$ cat src/rtl/wb_bridge_pkg.sv
// Shared types and constants for the Wishbone timeout bridge.
package wb_bridge_pkg;

    typedef enum logic [1:0] {
        IDLE = 2'd0,
        REQ  = 2'd1,
        RESP = 2'd2
    } wbb_state_e;

    localparam logic [31:0] ERR_DATA_DEF     = 32'hBADE_0E44;
    localparam logic [31:0] TIMEOUT_DATA_DEF = 32'hDEAD_0B0B;

    localparam logic [2:0] CTI_CLASSIC = 3'b000;
    localparam logic [1:0] BTE_LINEAR  = 2'b00;

    // Saturating increment for the 16-bit fault counter.
    function automatic logic [15:0] sat_inc16(input logic [15:0] v);
        return (v == 16'hFFFF) ? v : v + 16'd1;
    endfunction

endpackage

$ cat src/rtl/wb_timeout_ctr.sv
// Cycle counter for an outstanding slave request. Cleared when a request is
// accepted, counts while enabled and flags expiry on its final count.
module wb_timeout_ctr #(
    parameter int unsigned TIMEOUT_CYCLES = 1024
) (
    input  logic clk_i,
    input  logic rst_i,
    input  logic clr_i,
    input  logic en_i,
    output logic expire_o
);

    localparam int unsigned CW = $clog2(TIMEOUT_CYCLES);
    localparam logic [CW-1:0] LAST = CW'(TIMEOUT_CYCLES - 1);

    logic [CW-1:0] cnt_q, cnt_d;

    // Next count: clear has priority, count holds at LAST so it can never wrap.
    always_comb begin
        cnt_d = cnt_q;
        if (clr_i) begin
            cnt_d = '0;
        end else if (en_i && (cnt_q != LAST)) begin
            cnt_d = cnt_q + 1'b1;
        end
    end

    // Count register with synchronous reset.
    always_ff @(posedge clk_i) begin
        if (rst_i) begin
            cnt_q <= '0;
        end else begin
            cnt_q <= cnt_d;
        end
    end

    assign expire_o = en_i && (cnt_q == LAST);

endmodule

$ cat src/rtl/wb_timeout_bridge.sv
// Registered Wishbone classic bridge from the EOS S3 fabric master to the
// LiteX slave port. Slave errors and hung cycles complete as a normal ack
// carrying a fixed fault word, since the master has no error input.
// Optional macro WBB_FAULT_STATUS_EN adds fault_cnt/last_fault_adr/last_fault_to.
module wb_timeout_bridge
    import wb_bridge_pkg::*;
#(
    parameter int unsigned TIMEOUT_CYCLES = 1024,
    parameter logic [31:0] ERR_DATA       = ERR_DATA_DEF,
    parameter logic [31:0] TIMEOUT_DATA   = TIMEOUT_DATA_DEF
) (
    input  logic        sys_clk,
    input  logic        sys_rst,
    input  logic [16:0] m_adr,
    input  logic        m_cyc,
    input  logic        m_stb,
    input  logic        m_we,
    input  logic [3:0]  m_sel,
    input  logic [31:0] m_dat_w,
    output logic [31:0] m_dat_r,
    output logic        m_ack,
    output logic [14:0] s_adr,
    output logic        s_cyc,
    output logic        s_stb,
    output logic        s_we,
    output logic [3:0]  s_sel,
    output logic [31:0] s_dat_w,
    output logic [2:0]  s_cti,
    output logic [1:0]  s_bte,
    input  logic [31:0] s_dat_r,
    input  logic        s_ack,
    input  logic        s_err
`ifdef WBB_FAULT_STATUS_EN
   ,output logic [15:0] fault_cnt,
    output logic [14:0] last_fault_adr,
    output logic        last_fault_to
`endif
);

    wbb_state_e  state_q, state_d;
    logic [14:0] adr_q, adr_d;
    logic        we_q, we_d;
    logic [3:0]  sel_q, sel_d;
    logic [31:0] dat_w_q, dat_w_d;
    logic [31:0] dat_r_q, dat_r_d;
    logic        ctr_clr;
    logic        ctr_expire;

    // Byte-lane bits of the master address are dropped by the word conversion.
    logic unused_adr_lsb;
    assign unused_adr_lsb = ^m_adr[1:0];

    wb_timeout_ctr #(
        .TIMEOUT_CYCLES (TIMEOUT_CYCLES)
    ) u_ctr (
        .clk_i    (sys_clk),
        .rst_i    (sys_rst),
        .clr_i    (ctr_clr),
        .en_i     (state_q == REQ),
        .expire_o (ctr_expire)
    );

    // Next-state and capture logic. A master abort beats any slave response;
    // ack beats err, and both beat the timeout.
    always_comb begin
        state_d = state_q;
        adr_d   = adr_q;
        we_d    = we_q;
        sel_d   = sel_q;
        dat_w_d = dat_w_q;
        dat_r_d = dat_r_q;
        ctr_clr = 1'b0;
        unique case (state_q)
            IDLE: begin
                if (m_cyc && m_stb) begin
                    adr_d   = m_adr[16:2];
                    we_d    = m_we;
                    sel_d   = m_sel;
                    dat_w_d = m_dat_w;
                    ctr_clr = 1'b1;
                    state_d = REQ;
                end
            end
            REQ: begin
                if (!m_cyc) begin
                    state_d = IDLE;
                end else if (s_ack) begin
                    dat_r_d = we_q ? 32'h0 : s_dat_r;
                    state_d = RESP;
                end else if (s_err) begin
                    dat_r_d = ERR_DATA;
                    state_d = RESP;
                end else if (ctr_expire) begin
                    dat_r_d = TIMEOUT_DATA;
                    state_d = RESP;
                end
            end
            RESP: begin
                state_d = IDLE;
            end
            default: begin
                state_d = IDLE;
            end
        endcase
    end

    // State and request/response latches.
    always_ff @(posedge sys_clk) begin
        if (sys_rst) begin
            state_q <= IDLE;
            adr_q   <= '0;
            we_q    <= 1'b0;
            sel_q   <= '0;
            dat_w_q <= '0;
            dat_r_q <= '0;
        end else begin
            state_q <= state_d;
            adr_q   <= adr_d;
            we_q    <= we_d;
            sel_q   <= sel_d;
            dat_w_q <= dat_w_d;
            dat_r_q <= dat_r_d;
        end
    end

    assign s_cyc   = (state_q == REQ);
    assign s_stb   = (state_q == REQ);
    assign s_adr   = adr_q;
    assign s_we    = we_q;
    assign s_sel   = sel_q;
    assign s_dat_w = dat_w_q;
    assign s_cti   = CTI_CLASSIC;
    assign s_bte   = BTE_LINEAR;
    assign m_ack   = (state_q == RESP);
    assign m_dat_r = dat_r_q;

`ifdef WBB_FAULT_STATUS_EN
    logic [15:0] fault_cnt_q, fault_cnt_d;
    logic [14:0] last_fault_adr_q, last_fault_adr_d;
    logic        last_fault_to_q, last_fault_to_d;
    logic        fault_ev;

    // A fault completion is an err or timeout that actually reaches RESP.
    always_comb begin
        fault_ev         = (state_q == REQ) && m_cyc && !s_ack && (s_err || ctr_expire);
        fault_cnt_d      = fault_cnt_q;
        last_fault_adr_d = last_fault_adr_q;
        last_fault_to_d  = last_fault_to_q;
        if (fault_ev) begin
            fault_cnt_d      = sat_inc16(fault_cnt_q);
            last_fault_adr_d = adr_q;
            last_fault_to_d  = !s_err;
        end
    end

    // Fault status registers.
    always_ff @(posedge sys_clk) begin
        if (sys_rst) begin
            fault_cnt_q      <= '0;
            last_fault_adr_q <= '0;
            last_fault_to_q  <= 1'b0;
        end else begin
            fault_cnt_q      <= fault_cnt_d;
            last_fault_adr_q <= last_fault_adr_d;
            last_fault_to_q  <= last_fault_to_d;
        end
    end

    assign fault_cnt      = fault_cnt_q;
    assign last_fault_adr = last_fault_adr_q;
    assign last_fault_to  = last_fault_to_q;
`endif

endmodule

$ cat config.mk
export PLATFORM = sky130hd
export DESIGN_NAME = wb_timeout_bridge
export DESIGN_NICKNAME = d
export VERILOG_FILES = /design/src/rtl/wb_bridge_pkg.sv /design/src/rtl/wb_timeout_ctr.sv /design/src/rtl/wb_timeout_bridge.sv
export SDC_FILE = /design/constraint.sdc
export NUM_CORES = 1
export LEC_CHECK = 0
export ABC_AREA = 1
export CAP_MARGIN = 0
export CORE_MARGIN = 2
export CORE_UTILIZATION = 45
export CTS_CLUSTER_DIAMETER = 50
export CTS_CLUSTER_SIZE = 40
export DETAILED_ROUTE_END_ITERATION = 8
export GPL_TIMING_DRIVEN = 0
export PLACE_DENSITY_LB_ADDON = 0.2
export SYNTH_ARGS = -nofsm -noshare
export SYNTH_HDL_FRONTEND = slang
export SYNTH_HIERARCHICAL = 1
export SYNTH_SLANG_ARGS = --single-unit
$ cat constraint.sdc
create_clock -name sys_clk -period 3.1 [get_ports sys_clk]
set_input_delay 0.62 -clock sys_clk [delete_from_list [all_inputs] [get_ports sys_clk]]
set_output_delay 0.62 -clock sys_clk [all_outputs]
set_load 0.01 [all_outputs]
### Yosys cells after proc, flatten, opt, wreduce, memory -nomap -nowiden

Cells that the tools add are included.

| operators by class | value |
|---|---|
| add/sub/neg operators | 1 |
| eq/ne operators | 6 |
| muxes and demuxes | 12 |
| reductions and logical operators | 9 |

Operators by type and width:

| cell | count |
|---|---|
| 2-to-1 mux 32 bit | 4 |
| adder 10 x 1 -> 10 bit (second input constant) | 1 |
| equality test 10 bit (second input constant) | 1 |
| 2-to-1 mux 2 bit | 5 |
| != test 10 bit (second input constant) | 1 |
| != test 5 bit (second input constant) | 1 |
| one-hot mux 2 bit (2 select lines) | 1 |
| AND reduction 2 bit | 2 |
| logical AND 1 bit | 3 |
| AND reduction 3 bit | 1 |
| nonzero test 3 bit | 1 |
| equality test 2 x 1 -> 1 bit (second input constant) | 1 |
| equality test 2 bit (second input constant) | 1 |
| zero test 2 bit | 1 |
| 2-to-1 mux 1 bit | 2 |
| != test 2 bit (second input constant) | 1 |
| OR reduction 2 bit | 1 |

| word-level totals | value |
|---|---|
| flip-flop bits (word level) | 96 |
| input port bits | 92 |
| word-level logic and storage cells | 35 |

### Depth between registers and ports, before layout

Gate-level depths: netlist of run 1.

| logic depth | value |
|---|---|
| word-level depth | 7 |
| depth in mapped cells | 13 |
| gate-level depth less buffers | 11 |

### Cells and area by module

The synthesis of run 1 kept the hierarchy.

By module, submodules not included:

| module | instances | cells an instance | area each (um2) |
|---|---|---|---|
| wb_timeout_bridge | 1 | 486 | 3432.0 |
| wb_timeout_ctr | 1 | 88 | 574.3 |

### Worst setup path after synthesis of run 1

No wires, ideal clock.

| path | value |
|---|---|
| path type | register -> register |
| from | register u_ctr.cnt_q[0] |
| to | register dat_r_q[11], in the netlist m_dat_r[11] |
| library setup time | 0.064 ns |
| data arrival time | 1.693 ns |
| required time | 3.036 ns |
| slack | 1.344 ns |
| cell stages (with the launch flop) | 14 |
| buffers on the path | 2 |
| clock period less this slack | 1.756 ns |
| cell sequence | dfxtp_1 > ha_1 > nand2_1 > nor2_4 > nand3_4 > buf_6 > nor2_1 > inv_1 > nand2_2 > inv_1 > nor2_1 > buf_2 > nor2_1 > nor2_1 |

| on the way | value |
|---|---|
| longest elaborated chain between the ends | 4 |

Ends and longest elaborated chain:

| element | RTL line | text |
|---|---|---|
| start, declared | wb_timeout_ctr.sv:16 | `logic [CW-1:0] cnt_q, cnt_d;` |
| start signal, assigned | wb_timeout_ctr.sv:33 | `cnt_q <= cnt_d;` |
| equality test 10 bit | wb_timeout_ctr.sv:37 | `assign expire_o = en_i && (cnt_q == LAST);` |
| logical AND 1 bit | wb_timeout_ctr.sv:37 |  |
| via ctr_expire | wb_timeout_bridge.sv:47 | `logic ctr_expire;` |
| nonzero test 3 bit (no source line) | n/a |  |
| AND reduction 3 bit (no source line) | n/a |  |
| end signal, assigned | wb_timeout_bridge.sv:122 | `dat_r_q <= dat_r_d;` |
| end, declared | wb_timeout_bridge.sv:45 | `logic [31:0] dat_r_q, dat_r_d;` |

The timed path passes the listed nets, and every way through them passes these cells.
A chain may end at the register's enable or synchronous reset.

### Worst setup path after layout of run 1

| path | value |
|---|---|
| from | register state_q[0] |
| to | output port s_stb |

| on the way | value |
|---|---|
| longest elaborated chain between the ends | 1 |

Ends and longest elaborated chain:

| element | RTL line | text |
|---|---|---|
| start, declared | wb_timeout_bridge.sv:40 | `wbb_state_e state_q, state_d;` |
| start signal, assigned | wb_timeout_bridge.sv:117 | `state_q <= state_d;` |
| equality test 2 x 1 -> 1 bit | wb_timeout_bridge.sv:127 | `assign s_stb = (state_q == REQ);` |
| end, declared | wb_timeout_bridge.sv:24 | `output logic s_stb,` |

Every way passes these cells.

==> summary.txt, run 1 <==
Floorplanning
  • # rows: 34
  • Die Y: 98.4 um
  • Initial core utilization: 46.2%
  • IO Pins: 184
  • Die area: 9670 um^2
  • Chip Width: 98.4 um
  • Core area: 8680 um^2

Global route
  • First-pass GRT wire length: 18,600 um
  • Largest net degree at the start of global routing: 16
  • Gr usage total: 23.5%
  • GRT overflow: 0
  • Antenna violations before repair: 0
  • Vias in the first global route: 4,005

Cells and area
  • Filler instances: 729
  • Post-layout util: 70.2%
  • Diode count: 0
  • Layout cells sized above 1: 7.14%
  • Area Overhead vs Synth: 52.1%
  • Nets: 858

Logic synthesis
  • Register area share after synthesis: 48.0%
  • Syn Inst Count: 574
  • Yosys cell types: 26
  • Synth Cell Area: 4010 um^2
  • Ys Warns: 6
  • Synth Register Bits: 96
  • Syn_area_per_cell: 6.98 um^2

STA
  • RSZ-0062 raised after global routing: no
  • Final Setup Violations: 0
  • Final TNS setup: 0 ps
  • Clk_skew: 15.3 ps
  • Crit share post-route: 73.4%
  • Rel. slew slack: 65.9%
  • Slew Viols, Final: 0
  • Minimum clock period: 2280 ps
  • Least-Margin Pin Slew: 509 ps
  • Max Clk Rate: 439 MHz
  • Final hold violation count: 0

Clocking
  • Clock transition at the registers of the reported paths: 90 ps
  • Hold-fix buffers, CTS: 0
  • H-tree lvl count: 3
  • Root Buffer: clkbuf_8
  • Post_cts resized: 0
  • CTS tree: done
  • Clock tree buffer depth: 2
  • Worst skew pair latency: 360 ps
  • # Post-CTS Setup Buffers: 0
  • TritonCTS Buffers: 9
  • Clock Sink Count: 96

Worst setup path
  • Critical Path AT: 1660 ps
  • Crit-path leading delay family: buffers and inverters
  • Worst Path Required: 2480 ps
  • Critical path's largest stage delay: 520 ps
  • CP Capture Type: output port
  • CP Launch Type: register
  • Crit path cell chain: nand2_2, inv_1, buf_4, clkdlybuf4s50_1
  • Crit path from: state_q[0]$_SDFFE_PP0P_
  • Slowest CP cell: clkdlybuf4s50_1
  • CP Class: reg -> out
  • Critical Path Fanout Max: 4
  • R2r startpoint: u_ctr/cnt_q[0]$_SDFFE_PP0P_
  • Critical path buffers and inverters: 3

Route
  • Routed Antenna Nets: 0
  • Vias per cell: 4.73
  • Drt pass-1 iters: 4
  • Total number of vias: 4,157
  • Routed Wire Length: 11,300 um
  • Initial DRC count: 131
  • Drt drc: 0
  • Avg WL per Cell: 12.9 um

Placement
  • Final GP Congestion: 0.799
  • Hpwl dp: 8710 um
  • IO buf count: 176

Run status
  • Outcome: finished clean

Hold path
  • Hold_sp: m_dat_r[30]$_SDFFE_PP0P_
  • Worst hold path type: reg -> reg

Power and ir drop
  • Power, Total: 2.57 mW
  • P per Cell Area: 421 nW/um^2
  • IR drop worst, VDD: 0.000330 V
  • Pleak: 2.55 nW

Flow run
  • Max_cap viols: 0
## where the power goes
| group | switching, mW | leakage [nW] | internal [mW] |
|---|---|---|---|
| registers | 0.0338 | 0.785 | 1.29 |
| clock network | 0.432 | 0.0866 | 0.316 |
| logic | 0.217 | 1.68 | 0.274 |
## routing by layer
layer,share of wire (%),GRT usage (%),vias up,routed length (um)
met2,48,40.5,132,5400
met4,1.5,7.17,0,170
met1,41,27.2,1866,4660
met3,9.8,8.73,12,1110
li1,-,-,2147,-
met5,0,0,-,0
## placed cells by master (no fill, tap or decap), types with 2 or more instances in the layout
cell type,n
nor2_1,196
clkdlybuf4s50_1,176
nand2_1,107
dfxtp_1,96
o21ai_0,52
inv_1,25
nand3_1,22
a21oi_1,18
buf_4,14
clkbuf_1,12
clkbuf_8,10
buf_2,9
conb_1,5
inv_2,4
nand2_2,3
nor2_4,3
nor2_2,2
buf_6,2
clkinv_4,2
## registers in the layout, summed over array words and instances, names as in the netlist
name	flops
state_q	2
u_ctr/cnt_q	10
s_adr	15
s_dat_w	32
s_we	1
s_sel	4
m_dat_r	32
## Yosys cell counts
master    instances  area, um^2
nor3_1            1        5.00
o21ai_0          52         260
ha_1              1        12.5
clkbuf_1         10        37.5
buf_4            14         105
dfxtp_1          96        1920
nor2_4            3        33.8
nor2_1          196         736
nand2_1         107         402
nor2_2            2        12.5
o21ai_1           1        5.00
nor2_8            1        20.0
nand2_2           3        18.8
nand2_4           1        11.3
conb_1            1        3.75
inv_2             4        15.0
buf_2             9        45.0
buf_1             1        3.75
a21oi_1          18        90.1
buf_6             2        22.5
nand4_1           1        6.26
nand3_2           1        10.0
inv_1            25        93.8
nand3b_1          1        7.51
nand3_4           1        17.5
nand3_1          22         110
## layout make-up
class	instances	area [um^2]	share of cell area (%)
clock inverter	4	30.0	0.493
multi-input combinational	417	1780	29.2
sequential	96	1920	31.5
clock buffer	12	145	2.38
inverter	29	109	1.79
tap	108	135	2.22
timing repair buffer	176	1760	28.9
buffer	36	214	3.51
## worst paths after layout
check / to / slack (ps) / cells past startpoint
worst max-delay path: s_stb / 820 / 4
worst min-delay path: m_dat_r[30]$_SDFFE_PP0P_ / 480 / 2
worst max register to register: m_dat_r[28]$_SDFFE_PP0P_ / 1040 / 13
worst min register to register: m_dat_r[30]$_SDFFE_PP0P_ / 480 / 2
## worst register-to-register path, stage by stage (launching register included)
cell	delay, ps
dfxtp_1	390
ha_1	200
nand2_1	100
nor2_4	150
nand3_4	140
buf_6	170
nor2_1	100
inv_1	60
nand2_2	110
inv_1	60
nor2_1	100
buf_2	230
nor2_1	70
nor2_1	110
## cells by family (layout without fill, tap and decap cells)
family | Yosys count | after routing | synth area share (%)
fa+ha+maj | 1 | 1 | 0.312
other cells | 1 | 5 | 0.0936
simple gates | 340 | 340 | 34.7
flops | 96 | 96 | 48.0
compound gates | 71 | 71 | 8.87
buf+inv | 65 | 257 | 8.06
## through the flow
step / cell area, um^2 / cells / hold WS (ps) / setup WS [ps]
global route: 6090 / 878 / 515 / 744
floorplan: 4020 / 578 / 462 / 1340
global placement: 5920 / 862 / 452 / 859
CTS: 6090 / 878 / 488 / 812
detailed placement: 5920 / 862 / 465 / 824
finish: 6090 / 878 / 483 / 823
(Power assumes the default switching activity.)
==> run 2, diff against run 1 <==
CORE_UTILIZATION = 41   (was 45)
clock period = 2.1 ns   (was 3.1 ns; I/O delays follow)
==> summary.txt, run 2 (same netlist as run 1, synthesis figures left out) <==
Run status
  • Outcome: finished clean (unchanged)

Worst setup path
  • Worst Path Required: 1680 ps (was 2480 ps)
  • Reg2Reg Depth: 13 (unchanged)
  • Critical Path AT: 1620 ps (was 1660 ps)
  • CP Class: reg -> out (unchanged)
  • Crit path from: state_q[0]$_SDFFE_PP0P_ (unchanged)
  • CP Capture Type: output port (unchanged)
  • CP Launch Type: register (unchanged)
  • Worst r2r dst: m_dat_r[28]$_SDFFE_PP0P_ (unchanged)
  • Critical Path Fanout Max: 4 (unchanged)
  • R2r startpoint: u_ctr/cnt_q[0]$_SDFFE_PP0P_ (unchanged)
  • Reg2reg setup slack: 160 ps (was 1040 ps)
  • Critical Path End: s_stb (unchanged)

STA
  • Minimum clock period: 2040 ps
  • WHS: 480 ps (was 483 ps)
  • Max Clk Rate: 491 MHz
  • Crit share post-route: 96.9%
  • Slew Viols, Final: 0 (unchanged)
  • Clk_skew: 13.5 ps (was 15.3 ps)
  • Final Setup Violations: 0 (unchanged)
  • Rel. slew slack: 65.4% (was 65.9%)
  • Final hold violation count: 0 (unchanged)
  • Final TNS setup: 0 ps (unchanged)
  • Least-Margin Pin Slew: 517 ps (was 509 ps)
  • Setup WS post-layout: 64.8 ps (was 823 ps)

Route
  • Drt drc: 0 (unchanged)
  • Drt pass-1 iters: 4 (unchanged)
  • Initial DRC count: 164 (was 131)
  • Avg WL per Cell: 12.5 um (was 12.9 um)
  • Routed Antenna Nets: 0 (unchanged)
  • Vias per cell: 4.61 (was 4.73)
  • Routed Wire Length: 11,300 um (about the same)
  • Total number of vias: 4,172 (was 4,157)

Placement
  • Cells after DPL: 887 (was 862)
  • Placed cell area: 5950 um^2 (was 5920 um^2)
  • Final GP Congestion: 0.779 (was 0.799)
  • Dpl ws: -33.1 ps (was 824 ps)
  • Hpwl dp: 8690 um (was 8710 um)
  • IO buf count: 176 (unchanged)

Floorplanning
  • IO Pins: 184 (unchanged)
  • Initial core utilization: 41.6% (was 46.2%)
  • # rows: 36 (was 34)
  • Chip Width: 103 um (was 98.4 um)
  • Die area: 10,600 um^2 (was 9670 um^2)
  • Core area: 9640 um^2 (was 8680 um^2)
  • Die Y: 103 um (was 98.4 um)

Power and ir drop
  • P per Cell Area: 642 nW/um^2 (was 421 nW/um^2)
  • Power, Total: 3.98 mW (was 2.57 mW)
  • Pleak: 2.58 nW (was 2.55 nW)
  • IR drop worst, VDD: 0.000511 V (was 0.000330 V)

Cells and area
  • Final non-filler cell total: 905 (was 878)
  • Post-layout util: 64.3% (was 70.2%)
  • Filler instances: 907 (was 729)
  • Layout cells sized above 1: 8.29% (was 7.14%)
  • Nets: 860 (was 858)
  • Area Overhead vs Synth: 54.7% (was 52.1%)
  • Most frequent cells in the layout: nor2_1 (195), clkdlybuf4s50_1 (176), nand2_1 (107) (was nor2_1 (196), clkdlybuf4s50_1 (176), nand2_1 (107))
  • Diode count: 0 (unchanged)
  • Storage cell area: 1920 um^2 (about the same)
  • Most common cell after layout, fill and taps aside: nor2_1 (unchanged)
  • Area of the multi-input gates: 1790 um^2 (was 1780 um^2)
  • Final design area excluding fillers: 6200 um^2 (was 6090 um^2)

Global route
  • Vias in the first global route: 3,888 (was 4,005)
  • Gr usage total: 20.9% (was 23.5%)
  • First-pass GRT wire length: 17,400 um (was 18,600 um)
  • Largest net degree at the start of global routing: 17 (was 16)
  • GRT overflow: 0 (unchanged)
  • Antenna violations before repair: 0 (unchanged)

Clocking
  • Hold-fix buffers, CTS: 0 (unchanged)
  • Clock transition at the registers of the reported paths: 90 ps (about the same)
  • CTS tree: done (unchanged)
  • Root Buffer: clkbuf_8 (unchanged)
  • Clock tree buffer depth: 2 (unchanged)
  • Worst skew pair latency: 360 ps (about the same)
  • TritonCTS Buffers: 9 (unchanged)
  • H-tree lvl count: 3 (unchanged)
  • Clock Sink Count: 96 (unchanged)

Hold path
  • Worst hold path type: reg -> reg (unchanged)

Flow run
  • Max_cap viols: 0 (unchanged)
run 2: cell types whose count changed in the layout (fill, tap and decap cells not counted), moves of 2 or more:
cell      before  now
dfxtp_2        0    2
dfxtp_1       96   94
inv_6          0    2
buf_4         14   16
clkbuf_1      12   10
run 2: metal layers:
layer	track usage, %	share of wire, %	wire length [um]
met5	0	0	0
met4	8.40	2.0	223
met3	8.07	9.6	1090
met2	35.7	48	5400
met1	23.6	41	4630
run 2: where the power goes:
group	internal (mW)	switching, mW	leakage, nW
Sequential	1.91	0.0485	0.786
Combinational	0.408	0.324	1.69
Clock	0.625	0.660	0.110
Total	2.94	1.03	2.58
run 2: repair_timing:
action,in CTS,in global routing
setup buffers,0,1
gates cloned,0,1
setup endpoints to repair,1,24
gates resized for setup,1,11
run 2: how the worst min path moves through the flow:
| stage | start | endpoint | slack [ps] | depth (start not counted) |
|---|---|---|---|---|
| after floorplan | u_ctr/cnt_q[8]$_SDFFE_PP0P_ | u_ctr/cnt_q[8]$_SDFFE_PP0P_ | 460 | 2 |
| after global placement | m_dat_r[16]$_SDFFE_PP0P_ | m_dat_r[16]$_SDFFE_PP0P_ | 450 | 2 |
| after detailed placement | m_dat_r[16]$_SDFFE_PP0P_ | m_dat_r[16]$_SDFFE_PP0P_ | 460 | 2 |
| after CTS | m_dat_r[16]$_SDFFE_PP0P_ | m_dat_r[16]$_SDFFE_PP0P_ | 490 | 2 |
| after global routing | m_dat_r[3]$_SDFFE_PP0P_ | m_dat_r[3]$_SDFFE_PP0P_ | 510 | 2 |
| final | m_dat_r[16]$_SDFFE_PP0P_ | m_dat_r[16]$_SDFFE_PP0P_ | 480 | 2 |
run 2: area by class of cell:
type	instances	area share, %
inverters	29	1.76
multi-input cells	417	28.8
clock inverters	5	0.989
clock buffers	11	2.44
repair buffers	178	28.6
flip-flops and latches	96	31.1
plain buffers	36	3.59
well taps	133	2.69
run 2: critical path: stages, from the launching register on:
cell and delay [ps]:
dfxtp_1 410, nand2_2 130, inv_2 100, buf_4 100, clkdlybuf4s50_1 520
